$ cat src/rtl/stopwatch_ctrl.sv
// Stopwatch control FSM: conditions the buttons, latches and clamps the preset, and
// paces the datapath counter with a count-rate tick. All outputs are registered.
module stopwatch_ctrl #(
  parameter int unsigned TICK_DIV = 1_000_000,
  parameter int unsigned MAX_VAL  = 9999
) (
  input  logic        clk,
  input  logic        reset,
  input  logic        start_btn,
  input  logic        stop_btn,
  input  logic        clear_btn,
  input  logic        mode,
  input  logic [13:0] sw_val,
  input  logic        tcLimitReached,
  output logic        init_ld_en,
  output logic        count_en,
  output logic [1:0]  ctrSelect,
  output logic [16:0] InitVal,
  output logic        tcSelect,
  output logic        anReset,
  output logic        running
);

  localparam int unsigned      TickW    = $clog2(TICK_DIV);
  localparam logic [TickW-1:0] TickLast = TickW'(TICK_DIV - 1);
  localparam logic [16:0]      MaxVal   = 17'(MAX_VAL);

  typedef enum logic [2:0] {
    StIdle, StLoad, StPreset, StReady, StRun, StPause, StDone
  } state_t;

  state_t           stateQ, stateD;
  logic [TickW-1:0] tickQ, tickD;
  logic             modeQ, modeD;
  logic             countEnD, initLdD, runD;
  logic [1:0]       ctrSelD;
  logic [16:0]      initValD, swExt, clampVal;

  // Button bits are {clear, stop, start}.
  logic [2:0] sync1Q, sync2Q, histQ, pulseQ;
  logic [1:0] armQ;
  logic       startP, stopP, clearP;

  assign startP = pulseQ[0];
  assign stopP  = pulseQ[1];
  assign clearP = pulseQ[2];

  // histQ starts high and only tracks the synchroniser once it holds real samples,
  // so a button already held at reset release never looks like a new press.
  always_ff @(posedge clk or negedge reset) begin
    if (!reset) begin
      sync1Q <= '0;
      sync2Q <= '0;
      histQ  <= '1;
      pulseQ <= '0;
      armQ   <= '0;
    end else begin
      sync1Q <= {clear_btn, stop_btn, start_btn};
      sync2Q <= sync1Q;
      armQ   <= {armQ[0], 1'b1};
      if (armQ[1]) histQ <= sync2Q;
      pulseQ <= sync2Q & ~histQ;
    end
  end

  assign swExt    = {3'b000, sw_val};
  assign clampVal = (swExt > MaxVal) ? MaxVal : swExt;

  always_comb begin
    stateD   = stateQ;
    tickD    = tickQ;
    countEnD = 1'b0;
    case (stateQ)
      StIdle:   stateD = StLoad;
      StLoad:   stateD = StPreset;
      StPreset: stateD = StReady;
      StReady:  if (startP && !stopP) stateD = StRun;
      StRun: begin
        // Terminal count wins over the tick so the datapath never overshoots.
        if (tcLimitReached) begin
          stateD = StDone;
        end else if (stopP) begin
          stateD = StPause;
        end else if (tickQ == TickLast) begin
          tickD    = '0;
          countEnD = 1'b1;
        end else begin
          tickD = tickQ + 1'b1;
        end
      end
      StPause:  if (startP && !stopP) stateD = StRun;
      StDone:   stateD = StDone;
      default:  stateD = StIdle;
    endcase

    if (clearP && (stateQ != StIdle)) begin
      stateD   = StLoad;
      countEnD = 1'b0;
    end

    if (stateD == StLoad)   tickD    = '0;
    if (stateD == StPreset) countEnD = 1'b1;

    modeD    = (stateD == StLoad) ? mode : modeQ;
    initValD = (stateD == StLoad) ? clampVal : InitVal;
    initLdD  = (stateD == StLoad);
    runD     = (stateD == StRun);

    case (stateD)
      StIdle, StLoad: ctrSelD = 2'b11;
      StPreset:       ctrSelD = modeD ? 2'b00 : 2'b11;
      default:        ctrSelD = modeD ? 2'b10 : 2'b01;
    endcase
  end

  always_ff @(posedge clk or negedge reset) begin
    if (!reset) begin
      stateQ     <= StIdle;
      tickQ      <= '0;
      modeQ      <= 1'b0;
      init_ld_en <= 1'b0;
      count_en   <= 1'b0;
      ctrSelect  <= 2'b11;
      tcSelect   <= 1'b0;
      InitVal    <= '0;
      anReset    <= 1'b1;
      running    <= 1'b0;
    end else begin
      stateQ     <= stateD;
      tickQ      <= tickD;
      modeQ      <= modeD;
      init_ld_en <= initLdD;
      count_en   <= countEnD;
      ctrSelect  <= ctrSelD;
      tcSelect   <= modeD;
      InitVal    <= initValD;
      anReset    <= 1'b0;
      running    <= runD;
    end
  end

endmodule

$ cat config.mk
export PLATFORM = sky130hd
export DESIGN_NAME = stopwatch_ctrl
export DESIGN_NICKNAME = d
export VERILOG_FILES = /design/src/rtl/stopwatch_ctrl.sv
export SDC_FILE = /design/constraint.sdc
export NUM_CORES = 1
export LEC_CHECK = 0
export BUFFER_PORTS_ARGS = -buffer_cell sky130_fd_sc_hd__buf_2
export CAP_MARGIN = 20
export CORE_MARGIN = 3
export CORE_UTILIZATION = 45
export CTS_CLUSTER_SIZE = 25
export DETAILED_ROUTE_END_ITERATION = 10
export GPL_ROUTABILITY_DRIVEN = 0
export GPL_TIMING_DRIVEN = 0
export MAX_ROUTING_LAYER = met4
export PLACE_DENSITY = 0.66
export SLEW_MARGIN = 20
export SYNTH_ARGS = -nofsm -noshare
export SYNTH_HDL_FRONTEND = slang
export SYNTH_SLANG_ARGS = --single-unit
$ cat constraint.sdc
create_clock -name clk -period 2.9 [get_ports clk]
set_input_delay 0.58 -clock clk [delete_from_list [all_inputs] [get_ports clk]]
set_output_delay 0.58 -clock clk [all_outputs]
set_load 0.01 [all_outputs]
### After elaboration in Yosys (flattened, before gate mapping)

Index checks and enable logic that the tools add are counted.

| word-level totals | value |
|---|---|
| register bits after elaboration | 61 |
| word-level logic and storage cells | 61 |

| cells by class | value |
|---|---|
| add/subtract/negate cells | 1 |
| $lt $le $gt $ge | 1 |
| equality and inequality tests | 12 |
| muxes and demuxes | 21 |
| bitwise gates (word level) | 2 |
| reduce and logical (&&, ||, !) cells | 10 |

Operators with widths:

| cell | count |
|---|---|
| 20-bit 2-to-1 mux | 5 |
| 20-bit by 1-bit adder with 20-bit output, second input constant | 1 |
| 20-bit equality test, second input constant | 1 |
| 3-bit case mux with 6 select lines | 1 |
| 14-bit greater-than comparator, second input constant | 1 |
| 14-bit 2-to-1 mux | 1 |
| 3-bit equality test, second input constant | 4 |
| 3-bit 2-to-1 mux | 4 |
| 3-bit by 2-bit equality test with 1-bit output, second input constant | 3 |
| 1-bit 2-to-1 mux | 7 |
| 3-bit by 1-bit equality test with 1-bit output, second input constant | 2 |
| 3-bit zero test | 2 |
| 2-bit 2-to-1 mux | 2 |
| 2-bit case mux with 2 select lines | 1 |
| 2-bit OR reduction | 2 |
| 3-bit bitwise AND | 1 |
| 3-bit NOT | 1 |
| 3-bit AND reduction | 1 |
| 3-bit nonzero test | 1 |
| 1-bit logical AND | 2 |
| 2-bit by 1-bit != test with 1-bit output, second input constant | 1 |
| 2-bit != test, second input constant | 1 |
| 2-bit nonzero test | 1 |
| 1-bit zero test | 1 |

### Logic depth before layout (Yosys ltp)

Gate-level depths: netlist (run 1).

| logic depth | value |
|---|---|
| depth after elaboration | 9 |
| gate-level depth with buffers | 7 |
| gate-level depth less buffers | 6 |

### Worst setup path after synthesis (run 1)

Ideal clock, no wire load.

| path | value |
|---|---|
| path type | flip-flop to flip-flop |
| from | register tickQ[0] |
| to | register tickQ[18] |
| setup time | 0.069 ns |
| arrival time | 1.757 ns |
| required time | 2.831 ns |
| slack | 1.074 ns |
| stages on the path, launching flop included | 7 |
| path buffers | 0 |
| clock period less this slack | 1.826 ns |
| cell sequence | dfrtp_1 > ha_1 > nand4_1 > or4_4 > or2_0 > or3_1 > nand3_1 |

| on the way | value |
|---|---|
| word-level cells in the longest chain between the ends | 6 |
| elaborated cells between the ends (all ways) | 7 |
| those cells by class | add/sub (1); eq/ne (1); mux (5) |

RTL lines:

| element | RTL line | RTL |
|---|---|---|
| start: declaration | 33 | `logic [TickW-1:0] tickQ, tickD;` |
| start signal: assignment | 130 | `tickQ <= tickD;` |
| 20-bit by 1-bit adder with 20-bit output / 20-bit equality test (equally long branches) | 88, 84 |  |
| 20-bit 2-to-1 mux * | 84 | `end else if (tickQ == TickLast) begin` |
| 20-bit 2-to-1 mux * | 82 | `end else if (stopP) begin` |
| 20-bit 2-to-1 mux * | 80 | `if (tcLimitReached) begin` |
| 20-bit 2-to-1 mux * | 73 | `case (stateQ)` |
| 20-bit 2-to-1 mux * | 101 | `if (stateD == StLoad) tickD = '0;` |

Every way passes the cells marked *; elsewhere a longest branch is shown, timed or not. The select of a mux whose other input is x is not followed.
A chain may end at the register's enable or synchronous reset.

### Final worst setup path (run 1)

| path | value |
|---|---|
| from | register stateQ[0] |
| to | register tickQ[0] |

| on the way | value |
|---|---|
| word-level cells in the longest chain between the ends | 7 |
| elaborated cells between the ends (all ways) | 21 |
| those cells by class | eq/ne (9); mux (6); reduce/logical (6) |

RTL lines:

| element | RTL line | RTL |
|---|---|---|
| start: declaration | 32 | `state_t stateQ, stateD;` |
| start signal: assignment | 118 | `stateQ <= StIdle;` |
| start signal: assignment | 129 | `stateQ <= stateD;` |
| 3-bit equality test, or another cell as far along | 73 |  |
| 2-bit OR reduction (no line) / 3-bit 2-to-1 mux (equally long branches) | n/a |  |
| 3-bit case mux with 6 select lines | 73 |  |
| 3-bit 2-to-1 mux | 96 | `if (clearP && (stateQ != StIdle)) begin` |
| 3-bit by 1-bit equality test with 1-bit output | 101 |  |
| 2-bit != test (no line), or another cell as far along | n/a |  |
| 3-bit AND reduction (no line) | n/a |  |

Several ways; a longest one is shown, not always the timed one.

==> run_results.csv, run 1 <==
group,metric,value,unit
drt,dr.pass1.iters,4,
global_routing,grt_pass1_vias,2127,
synthesis,synth_area_leaders,"dfrtp_1 51%, dfstp_2 6.1%, nand2_1 5.7%, nand3_1 3.9%, nand4_1 2.7%",
place,place_inst,361,
synthesis,synth.most_common_cell,"dfrtp_1",
synthesis,synth-simple-area-share,0.250,
timing,slew_violations,0,
synthesis,synth_edf_count,0,
synthesis,synth_top_family_by_area,"simple AND/OR/NAND/NOR gates",
floorplanning,coreArea,0.00530,sq mm
timing,timing.final.crit_share,0.773,
cts,clockBufferDepth,2,
global_routing,grt_max_degree,59,
drt,drc,0,
timing,final-hold-violation-count,0,
timing,fin_crit,2.24,ns
drt,wirelength,5410,um
synthesis,synth_seq_area_share,0.567,
critical_path,r2r_end,"tickQ[0]",
synthesis,synth_compound_area_frac,0.113,
global_routing,grt-ovfl-total,0,
synthesis,ys_ff_latch,58,
pwr,ir_worst_vdd,0.500,mV
floorplanning,num_rows,26,
critical_path,cp_data_arrival_time,2.48,ns
finish,nFillCells,490,
cts,clk_pin_slew_worst_paths,0.07,ns
synthesis,synth_cell_types,49,
finish,nets,324,
worst_hold_path,worstHoldPathType,"in -> async",
floorplanning,fp.dieH,81.6,um
critical_path,startpoint_type,"flip-flop",
critical_path,crit_required,3.13,ns
drt,drtIter0Drc,159,
synthesis,synthArstFlopShare,1.00,
timing,setup_viol,0,
synthesis,syn_inst,247,
place,port_buffers,41,
synthesis,synth_top_area_frac,0.506,
synthesis,postSynthAreaPerCell,10.4,sq um
cts,cts_resized,0,
run,drv_cap,0,
pwr,p_total,2.58,mW
synthesis,syn_area,0.00257,sq mm
floorplanning,ios,45,
timing,final.setup.tns,0,ns
critical_path,path_class,"reg -> reg",
cts,hold_buffers,0,
critical_path,reg2reg_depth,7,
timing,slew_headroom,0.519,
floorplanning,start_util,0.485,
timing,rsz0062_at_grt,"false",
finish,antenna_cells,0,
global_routing,grt_pass1_wl,9600,um
critical_path,r2r_setup_slack,0.66,ns
finish,area_growth,19.5,%
drt,drt-vias-per-instance,5.46,
timing,fin_skew,0.00771,ns
place,dp_slack,0.697,ns
place,dp_hpwl,3670,um
drt,vias,2059,
finish,stdcell_count,377,
timing,layout_setup_ws,0.660,ns
cts,clk_latency,0.34,ns
synthesis,synthAdderAreaFrac,0.00486,
finish,drive_above_1_share,0.257,
cts,htreeDepth,3,
floorplanning,die_w,81.6,um
synthesis,synth_common_cells,"52 x dfrtp_1, 39 x nand2_1, 20 x nand3_1",
cts,numCtsBuffers,9,
global_routing,track_usage,0.197,
cts,cts_tree,"yes",
cts,postCtsSetupBuffers,0,
synthesis,synth_flop_cell,"dfrtp_1",
floorplanning,fp.dieArea,0.00666,sq mm
finish,fin_area,0.00307,sq mm
pwr,cellLeakagePower,1.36,nW
critical_path,cp_max_fo,9,
drt,wl_per_cell,14.4,um
cts,cts_root_buf,"clkbuf_8",
timing,fmax,0.446,GHz
synthesis,synth-xor-area-share,0.0102,
critical_path,timing.rr.start,"stateQ[0]",
synthesis,synth.area.mux_share,0.0170,
drt,drt.antenna.violating_nets,0,
cts,cts_sinks,58,
pwr,powerDensity,840,mW/mm^2
timing,worst_pin_slew,0.719,ns
synthesis,yosys.area.top_type,"dfrtp_1",
place,placed_cell_area,0.00288,sq mm
global_routing,antenna_found_initial,0,
critical_path,endpoint_kind,"flip-flop",
status,status,"complete, no violations",
synthesis,yosys_warnings,0,
[cell type report]
type	count	area, sq um	area share
Multi-Input combinational cell	176	1030	0.336
Clock buffer	9	124	0.0403
Sequential cell	58	1460	0.475
Timing Repair Buffer	41	208	0.0676
Tap cell	70	87.6	0.0285
Inverter	2	7.51	0.00244
Clock inverter	7	70.1	0.0228
Buffer	14	83.8	0.0273
[per-layer routing]
layer  wire, um  global-route usage  vias up
met1       2530               0.252      989
met5          0                   -        -
met2       2460               0.292       60
li1           -                   -     1004
met4         78               0.106        0
met3        342              0.0461        6
[worst max-delay path, cell delays in order, from the launching register on]
cell and delay (ns):
dfrtp_1 0.32, clkbuf_1 0.29, nor3_1 0.10, nor2_1 0.44, inv_1 0.17, nor2_1 0.60, nand2_1 0.13, o31ai_1 0.09
[cell usage in the layout (no fill, tap or decap), types with 6 or more instances in the layout]
cell	n
dfstp_2	6
a21oi_1	6
clkbuf_1	7
nor2_1	12
dfrtp_1	52
nand4_1	11
o22a_1	7
buf_2	40
nand3_1	20
or3_1	7
clkbuf_8	9
nand2_1	39
nor2b_1	6
[sequential cells by signal (all words and copies together) (netlist names)]
name	count
tickQ	20
InitVal	14
histQ	3
pulseQ	3
stateQ	3
sync1Q	3
sync2Q	3
armQ	2
ctrSelect	2
anReset	1
count_en	1
init_ld_en	1
modeQ	1
running	1
[how the worst max path moves through the flow]
stage,startpoint,end,slack (ns)
floorplan,tickQ[0],tickQ[18],1.07
global placement,stateQ[0],tickQ[0],0.73
detailed placement,stateQ[0],tickQ[0],0.70
CTS,stateQ[0],tickQ[0],0.67
global route,stateQ[0],tickQ[16],0.44
finish,stateQ[0],tickQ[0],0.66
[stage by stage]
stage          hold WS [ns]   util
6_report              0.294  0.580
2_1_floorplan         0.284      -
3_5_place_dp          0.336  0.543
5_1_grt               0.336  0.580
3_3_place_gp          0.332  0.542
4_1_cts               0.316  0.580
[power breakdown]
part | switching, mW | internal (mW)
clock | 0.332 | 0.394
sequential | 0.159 | 1.02
combinational | 0.385 | 0.288
[logic make-up (layout without fill, tap and decap cells)]
family	after synthesis	count (layout)
AOI/OAI and AO/OA	40	40
other	2	5
DFF	58	58
adders and majority gates	1	1
xor gates and xnor gates	3	3
buffers and inverters	16	73
muxes	4	4
and+or+nand+nor	123	123
Power figures use the tool's default switching activity.
==> run 2, diff against run 1 <==
--- a/config.mk
+++ b/config.mk
@@ -14,7 +14,7 @@
 export GPL_ROUTABILITY_DRIVEN = 0
 export GPL_TIMING_DRIVEN = 0
 export MAX_ROUTING_LAYER = met4
-export PLACE_DENSITY = 0.66
+export PLACE_DENSITY = 0.69
 export SLEW_MARGIN = 20
 export SYNTH_ARGS = -nofsm -noshare
 export SYNTH_HDL_FRONTEND = slang
==> constraint.sdc (replaced) <==
create_clock -name clk -period 2 [get_ports clk]
set_input_delay 0.4 -clock clk [delete_from_list [all_inputs] [get_ports clk]]
set_output_delay 0.4 -clock clk [all_outputs]
set_load 0.01 [all_outputs]
==> run 2 against run 1 <==
Compared with the run above:
- sequential power is 46% higher
- die area stayed put
- first-iteration DRC count is 33% lower
- combinational power is 48% higher
- flip-flop and latch count stayed put
- cell count is 0.27% higher
- global-route usage is 0.27 points lower
- routed wire length is 0.92% higher
- critical endpoint is now tickQ[18]
==> run_results.csv, run 2 (synthesized netlist as in run 1, its figures left out) <==
group,metric,value,unit
critical_path,r2r_setup_slack,0.11,ns
cts,htreeDepth,3,
cts,numCtsBuffers,9,
critical_path,crit_family,"simple AND/OR/NAND/NOR gates",
finish,drive_above_1_share,0.282,
critical_path,crit_required,2.27,ns
critical_path,cp_data_arrival_time,2.16,ns
floorplanning,start_util,0.485,
timing,final-hold-violation-count,0,
critical_path,reg2reg_depth,6,
timing,fin_skew,0.00899,ns
drt,dr_wl_met2,2590,um
drt,vias,2052,
timing,worst_pin_slew,0.691,ns
timing,setup_viol,0,
cts,cts_root_buf,"clkbuf_8",
timing,fmax,0.529,GHz
critical_path,cp_max_fo,6,
global_routing,antenna_found_initial,0,
place,place_inst,361,
timing,fin_crit,1.89,ns
cts,cts_tree,"yes",
finish,stdcell_count,378,
drt,drtIter0Drc,107,
place,port_buffers,41,
cts,clk_pin_slew_worst_paths,0.07,ns
drt,drt.antenna.violating_nets,0,
global_routing,grt_pass1_vias,2065,
pwr,cellLeakagePower,1.38,nW
global_routing,grt_max_degree,59,
pwr,powerDensity,1250,mW/mm^2
finish,layout_commonest_cell,"dfrtp_1",
finish,fin_area,0.00314,sq mm
place,dp_hpwl,3760,um
cts,clk_latency,0.34,ns
critical_path,path_class,"reg -> reg",
floorplanning,fp.dieH,81.6,um
finish,reg.largest.list,"tickQ: 20 flops, InitVal: 14 flops",
drt,dr.pass1.iters,4,
floorplanning,num_rows,26,
place,placed_cell_area,0.00288,sq mm
global_routing,grt-ovfl-total,0,
drt,drc,0,
critical_path,slowest_delay,0.44,ns
finish,layout_common_cells,"51 x dfrtp_1, 40 x buf_2, 38 x nand2_1, 20 x nand3_1, 11 x nand4_1",
floorplanning,coreArea,0.00530,sq mm
finish,antenna_cells,0,
global_routing,grt_pass1_wl,9460,um
critical_path,cp_slowest_cell,"dfrtp_1",
drt,met1_length,2400,um
critical_path,r2r_end,"tickQ[18]",
drt,drt-vias-per-instance,5.43,
global_routing,track_usage,0.194,
finish,nets,325,
status,status,"complete, no violations",
cts,hold_buffers,0,
finish,regMostFlops,"tickQ",
drt,wirelength,5460,um
timing,slew_headroom,0.539,
drt,dr.max_layer_used,"met4",
critical_path,endpoint_kind,"flip-flop",
critical_path,startpoint_type,"flip-flop",
drt,dr_wl_met3,418,um
floorplanning,ios,45,
critical_path,timing.rr.start,"tickQ[1]",
timing,slew_violations,0,
cts,cts_sinks,58,
critical_path,critPathBufInv,0,
pwr,ir_worst_vdd,0.649,mV
finish,area_growth,21.9,%
floorplanning,die_w,81.6,um
drt,wl_per_cell,14.4,um
timing,timing.final.crit_share,0.945,
run,drv_cap,0,
cts,clockBufferDepth,2,
critical_path,path_cells,"ha_4, nand4_1, or4_4, or2_0, or3_1, nand3_1",
finish,largest_reg_flops,20,
floorplanning,fp.dieArea,0.00666,sq mm
worst_hold_path,worstHoldPathType,"in -> async",
## run 2: cell types whose count changed in the layout (fill, tap and decap cells not counted), sizes merged
cell,previous run,this run
bufinv,1,2
buf,47,48
inv,2,3
clkinv,5,3
## run 2: metrics by stage
step	worst slack, ns	utilization	setup TNS, ns	hold slack, ns	total power, mW
3_5_place_dp	-0.264	0.543	-2.24	0.336	2.72
3_3_place_gp	-0.204	0.542	-1.67	0.334	2.68
2_1_floorplan	0.174	-	0	0.104	2.32
6_report	0.111	0.592	0	0.101	3.92
5_1_grt	-0.00970	0.592	-0.00970	0.134	4.19
4_1_cts	0.000627	0.587	0	0.129	3.95
## run 2: cell type report
cell class,instances,area [sq um]
Fill cell,455,2170
Sequential cell,58,1460
Multi-Input combinational cell,176,1050
Timing Repair Buffer,42,215
Clock buffer,9,124
Clock inverter,7,103
Tap cell,70,87.6
Buffer,14,86.3
Inverter,2,7.51
## run 2: repair_timing
item	4_1_cts	5_1_grt
pin swaps	0	1
resized for setup	2	8
setup endpoints to repair	14	11
buffers inserted	0	1
## run 2: per-layer routing
metal / track usage / up-vias
li1: - / 1000
met3: 0.0779 / 7
met1: 0.238 / 973
met2: 0.296 / 72
met5: - / -
met4: 0.0631 / 0
## run 2: how the worst max path moves through the flow
| stage | startpoint | to | slack [ns] | cells after the start |
|---|---|---|---|---|
| floorplan | tickQ[0] | tickQ[18] | 0.17 | 6 |
| global route | tickQ[1] | tickQ[18] | -0.01 | 6 |
| CTS | tickQ[0] | tickQ[18] | 0.0006 | 6 |
| detailed placement | stateQ[0] | tickQ[0] | -0.26 | 7 |
| global placement | stateQ[0] | tickQ[0] | -0.20 | 7 |
| finish | tickQ[1] | tickQ[18] | 0.11 | 6 |
## run 2: power breakdown
group | internal [mW] | total (mW) | switching (mW)
clock | 0.711 | 1.21 | 0.497
sequential | 1.48 | 1.72 | 0.236
combinational | 0.434 | 0.993 | 0.559
## run 2: worst reg2reg max path: cells and delay by family, from the launching register on
kind	cells	cell delay (ns)
and+or+nand+nor	5	1.19
DFF	1	0.44
adders and majority gates	1	0.20
